File: src/rtl/writeback_regfile.sv
//------------------------------------------------------------------------------
// Module   : writeback_regfile
// Brief    : MEM/WB write-back select plus 32x32 MIPS register file with
//            same-cycle write-through bypass on the two ID read ports.
// Revision : 1.0 - initial release
//------------------------------------------------------------------------------
`default_nettype none

module writeback_regfile #(
    parameter int DATA_W = 32,
    parameter int ADDR_W = 5
) (
    input  logic              clk,
    input  logic              rst,
    input  logic              WB_in,
    input  logic              MemtoReg_in,
    input  logic [DATA_W-1:0] Read_data_in,
    input  logic [DATA_W-1:0] ALUresult_in,
    input  logic [ADDR_W-1:0] write_register_in,
    input  logic [ADDR_W-1:0] read_register1,
    input  logic [ADDR_W-1:0] read_register2,
    output logic [DATA_W-1:0] read_data1,
    output logic [DATA_W-1:0] read_data2,
    input  logic [ADDR_W-1:0] dbg_register,
    output logic [DATA_W-1:0] dbg_data,
    output logic [31:0]       writeback_count
);

    localparam int          c_NREGS = 2 ** ADDR_W;
    localparam [ADDR_W-1:0] c_ZERO  = '0;

    // Declaration initialisers give the zeroed power-up state before any reset.
    logic [DATA_W-1:0] r_regs [c_NREGS] = '{default: '0};
    logic [31:0]       r_wb_count       = '0;

    logic [DATA_W-1:0] w_wdata;
    logic              w_commit;

    assign w_wdata  = MemtoReg_in ? Read_data_in : ALUresult_in;
    assign w_commit = WB_in && (write_register_in != c_ZERO) && !rst;

    // Entry 0 is never written because w_commit excludes index 0.
    always_ff @(posedge clk) begin
        if (rst) begin
            for (int i = 0; i < c_NREGS; i++) begin
                r_regs[i] <= '0;
            end
            r_wb_count <= '0;
        end else if (w_commit) begin
            r_regs[write_register_in] <= w_wdata;
            r_wb_count                <= r_wb_count + 32'd1;
        end
    end

    function automatic logic [DATA_W-1:0] read_port(
        input logic [ADDR_W-1:0] idx,
        input logic              in_rst,
        input logic              commit,
        input logic [ADDR_W-1:0] waddr,
        input logic [DATA_W-1:0] wdata,
        input logic [DATA_W-1:0] stored
    );
        logic [DATA_W-1:0] val;
        val = stored;
        if (in_rst || idx == c_ZERO) begin
            val = '0;
        end else if (commit && idx == waddr) begin
            val = wdata;
        end
        return val;
    endfunction

    always_comb begin
        read_data1 = read_port(read_register1, rst, w_commit, write_register_in,
                               w_wdata, r_regs[read_register1]);
        read_data2 = read_port(read_register2, rst, w_commit, write_register_in,
                               w_wdata, r_regs[read_register2]);
    end

    // Debug port shows the raw array, so it lags a same-cycle commit by one edge.
    always_comb begin
        dbg_data = '0;
        if (dbg_register != c_ZERO) begin
            dbg_data = r_regs[dbg_register];
        end
    end

    assign writeback_count = r_wb_count;

endmodule

`default_nettype wire

File: config.mk
export PLATFORM = sky130hd
export DESIGN_NAME = writeback_regfile
export DESIGN_NICKNAME = d
export VERILOG_FILES = /design/src/rtl/writeback_regfile.sv
export SDC_FILE = /design/constraint.sdc
export NUM_CORES = 2
export LEC_CHECK = 0
export CELL_PAD_IN_SITES_DETAIL_PLACEMENT = 0
export CELL_PAD_IN_SITES_GLOBAL_PLACEMENT = 1
export CORE_ASPECT_RATIO = 1.25
export CORE_MARGIN = 10
export CORE_UTILIZATION = 54
export CTS_BUF_LIST = sky130_fd_sc_hd__clkbuf_4
export CTS_CLUSTER_DIAMETER = 150
export DETAILED_ROUTE_END_ITERATION = 10
export MAX_ROUTING_LAYER = met4
export PLACE_DENSITY = 0.91
export SYNTH_ARGS = -nofsm -noshare
export SYNTH_HDL_FRONTEND = slang
export SYNTH_SLANG_ARGS = --single-unit
File: constraint.sdc
create_clock -name clk -period 3.4 [get_ports clk]
set_clock_uncertainty 0.05 [all_clocks]
set_input_delay 0.51 -clock clk [delete_from_list [all_inputs] [get_ports clk]]
set_output_delay 0.51 -clock clk [all_outputs]
set_load 0.005 [all_outputs]
==> results.txt <==
Fin. Hold Viols: 0
Async set or reset register ratio after synthesis: 0%
Most numerous cell in the Yosys netlist: sky130_fd_sc_hd__nor2_1
Initial antenna violation count: 8
Number of buffers inserted by port buffering: 215
Max-capacitance violation count: 0
Worst supply voltage drop on vdd: 0.000386 V
Placeable core area: 0.116 sq mm
Post-route fraction of the period consumed by the critical path: 114%
Number of I/O pins: 216
Number of distinct library cells after synthesis: 60
Source of the worst register-to-register timing path: writeback_count[3]$_SDFFE_PP0P_
Seq pwr share: 46.5%
Capturing element type of the critical path: primary output
Chip width: 326 microns
Hold-critical path depth: 5
Routed WL per cell: 36.2 microns
Synth area leaders: sky130_fd_sc_hd__edfxtp_1, sky130_fd_sc_hd__mux4_2, sky130_fd_sc_hd__mux2i_1
Cell accounting for the most synthesized area: sky130_fd_sc_hd__edfxtp_1
Clk Latency, worst-skew pair: 1.25 ns
Slowest stage delay, CP: 0.52 ns
Share of the synthesized area in the top cell type: 48.5%
Worst hold path startpoint: MemtoReg_in
DR vias: 51.3k
Final standard cell utilization of the core: 65.5%
Pin count of the biggest net entering global routing: 54
First-pass GRT wire length: 354 mm
CTS buffer count: 289
Final design instance area without fill: 0.0764 sq mm
Cell Count, Final, Fillers Out: 6911
Setup slack, reg-to-reg: 0.84 ns
Gr usage total: 38.4%
Final routed DRC violation total: 0
Sequential cell area fraction in the yosys report: 49.5%
Failing checks: negative setup slack
Count of TritonRoute iterations in the first routing pass: 6
Switching part of the total power: 28.9%
Setup TNS: -21.35 ns
Crit-path cells: mux4_2, mux4_2, mux2i_2, buf_4, nor2_2, buf_2
Post-synthesis sequential element count: 1056
Dpl cells: 6337
Crit path DAT: 3.30 ns
Critical path launch point type: flip-flop
Run status: finished with violations
Terminating pin of the worst hold path: r_regs[10][18]$_SDFFCE_PN0P_
Initial drt markers: 8970
Number of cell rows: 140
EDFF count, synth: 1024
Most used flip-flop cell after synthesis: sky130_fd_sc_hd__edfxtp_1
Worst path setup slack after routing: -0.465 ns
Clock tree from TritonCTS: yes
Deepest clock path buffer count: 4
Vias in the first global route: 51.7k
GRT overflow: 0
Clock slew at the register clock pins of the worst setup and hold paths: 0.07 ns
H-tree level count: 5
Weighted congestion reported at the end of routability-driven placement: 0.979
Crit path required time: 2.84 ns
Cell repeated most along the worst path: sky130_fd_sc_hd__mux4_2
Commonest cells in the netlist: sky130_fd_sc_hd__nor2_1, sky130_fd_sc_hd__edfxtp_1, sky130_fd_sc_hd__mux4_2
Area Growth Syn to Fin: 20.5%
Average via count per standard cell: 7.42
Top delay family on crit path: multiplexers
Net switching power: 0.00964 W
Buffers plus inverters on the worst setup path: 2
Gate count of the mapped netlist: 4558
Slew at the pin with the worst max-slew slack: 1.42 ns
Part of the power in combinational logic: 20.0%
Peak clock frequency supported by timing: 259 MHz
Post-Synthesis Mean Instance Area: 13.9 sq um
Filler cell count: 8065
Internal Dissipation: 0.0237 W
Proportion of power drawn by the clock network: 33.5%
Worst rel slew slack: 5.11%
Number of cells on the worst reg-to-reg path: 5
Worst min-delay path class: in2reg
Pre-CTS worst setup slack: -0.390 ns
Clock Root Buffer: sky130_fd_sc_hd__clkbuf_4
Initial Utilization: 54.4%
Placed Area: 0.0713 sq mm
Netlist area before placement: 0.0634 sq mm
DPL Wire Length: 158 mm
Minimum clock period: 3.86 ns
Crit Reg-Reg Endpoint: writeback_count[29]$_SDFFE_PP0P_
Register area: 0.0314 sq mm
Area taken by multi-input logic gates: 0.0315 sq mm
Number of synthesis warnings: 0
Number of slew-limit violations in the final report: 0
Worst setup path category: reg2out
Net count of the finished layout: 5237
Vertical die dimension: 403 microns
Cell type of the slowest stage on the worst timing path: sky130_fd_sc_hd__mux4_2
RSZ-0062 raised after global routing: true
Number of nets with antenna violations after detailed routing: 0
CTS sink cnt: 1056
Total power divided by cell area: 437 mW/mm^2
Die Outline Area: 0.132 sq mm
Proportion of layout cells with a drive suffix above 1: 40.8%
Final routed wirelength across all metal layers: 250 mm
Leakage component of the power: 27.9 nW
Number of endpoints failing setup at the final stage: 93
Maximum fanout along the worst path: 2
==> power by group through the flow <==
stage | clock network, W | logic, W | registers, W
after floorplan | 0 | 0.00355 | 0.0156
after global placement | 0 | 0.00615 | 0.0157
after detailed placement | 0 | 0.00619 | 0.0158
after CTS | 0.0111 | 0.00637 | 0.0155
after global routing | 0.0119 | 0.00679 | 0.0156
final | 0.0112 | 0.00667 | 0.0155
==> tightest hold or removal path: stages <==
cell	delay, ns
sky130_fd_sc_hd__buf_4	0.10
sky130_fd_sc_hd__buf_12	0.21
sky130_fd_sc_hd__mux2i_2	0.13
sky130_fd_sc_hd__buf_4	0.20
sky130_fd_sc_hd__nor2_1	0.10
==> worst max-delay path by stage <==
stage / slack (ns) / endpoint / cells after the start / startpoint
after floorplan: 0.47 / r_regs[16][0]$_SDFFCE_PN0P_ / 7 / write_register_in[2]
after global placement: -0.42 / read_data2[17] / 9 / write_register_in[2]
after detailed placement: -0.39 / read_data2[10] / 9 / write_register_in[2]
after CTS: -0.47 / read_data1[31] / 5 / r_regs[7][31]$_SDFFCE_PN0P_
after global routing: -0.50 / read_data1[31] / 5 / r_regs[7][31]$_SDFFCE_PN0P_
final: -0.46 / dbg_data[22] / 6 / r_regs[28][22]$_SDFFCE_PN0P_
==> placed cells by master (no fill, tap or decap), types with 29 or more instances in the layout <==
cell / netlist / routed
sky130_fd_sc_hd__a221o_1: 63 / 63
sky130_fd_sc_hd__nor2_1: 1056 / 1038
sky130_fd_sc_hd__and2_1: 33 / 30
sky130_fd_sc_hd__nand3_2: 0 / 30
sky130_fd_sc_hd__clkinv_1: 0 / 55
sky130_fd_sc_hd__a221oi_2: 0 / 48
sky130_fd_sc_hd__mux2i_1: 414 / 363
sky130_fd_sc_hd__a21bo_2: 30 / 30
sky130_fd_sc_hd__buf_2: 97 / 80
sky130_fd_sc_hd__mux2i_2: 0 / 30
sky130_fd_sc_hd__a22oi_2: 0 / 29
sky130_fd_sc_hd__dfxtp_1: 32 / 32
sky130_fd_sc_hd__clkdlybuf4s50_1: 0 / 104
sky130_fd_sc_hd__nand2b_1: 30 / 30
sky130_fd_sc_hd__nand2_2: 0 / 78
sky130_fd_sc_hd__a21oi_1: 43 / 35
sky130_fd_sc_hd__buf_12: 0 / 154
sky130_fd_sc_hd__o211ai_1: 60 / 60
sky130_fd_sc_hd__buf_6: 9 / 49
sky130_fd_sc_hd__nand2_1: 108 / 30
sky130_fd_sc_hd__buf_4: 24 / 375
sky130_fd_sc_hd__mux4_2: 706 / 706
sky130_fd_sc_hd__nand3_1: 72 / 39
sky130_fd_sc_hd__nor2b_1: 34 / 33
sky130_fd_sc_hd__conb_1: 1 / 32
sky130_fd_sc_hd__clkbuf_4: 0 / 405
sky130_fd_sc_hd__edfxtp_1: 1024 / 1024
sky130_fd_sc_hd__mux2_2: 32 / 32
==> sequential cells by signal, indices dropped and copies added (netlist names) <==
register / flops
r_regs: 1024
writeback_count: 32
==> per-layer routing <==
metal | share of wire, % | vias to the layer above | global-route usage (%)
met2 | 44 | 5465 | 55.2
met1 | 30 | 24900 | 42.8
li1 | - | 19300 | -
met5 | 0 | - | -
met3 | 17 | 1564 | 14.7
met4 | 10 | 0 | 30.1
==> area by class of cell <==
class | count | share of cell area (%)
clock buffer | 405 | 3.98
antenna | 11 | 0.0360
multi-input combinational | 3015 | 41.3
tap | 1562 | 2.56
clock inverter | 76 | 0.469
inverter | 12 | 0.0606
timing repair buffer | 774 | 10.5
sequential | 1056 | 41.1
==> cell families (layout without fill, tap and decap cells) <==
group / count (synthesis) / count (layout) / share of synthesized area, %
DFF: 1056 / 1056 / 49.5
AOI/OAI and AO/OA: 411 / 411 / 5.28
buffers and inverters: 518 / 1267 / 3.51
other: 1 / 43 / 0.00592
and+or+nand+nor: 1389 / 1389 / 9.03
adders and majority gates: 1 / 1 / 0.0197
xor gates and xnor gates: 30 / 30 / 0.415
muxes: 1152 / 1152 / 32.2
==> stage by stage <==
stage	total power, W	hold slack, ns
global route	0.0342	0.0790
global placement	0.0218	0.434
CTS	0.0330	0.0254
floorplan	0.0191	0.410
finish	0.0334	0.0567
detailed placement	0.0220	0.446
==> timing repair <==
| action | CTS | global route |
|---|---|---|
| pin swaps | 166 | 69 |
| hold endpoints to repair | 36 | 0 |
| hold buffers | 6 | 0 |
| endpoints found under the setup margin | 96 | 96 |
| gates resized for setup | 606 | 61 |
| setup buffers | 53 | 35 |
(Power assumes the default switching activity.)
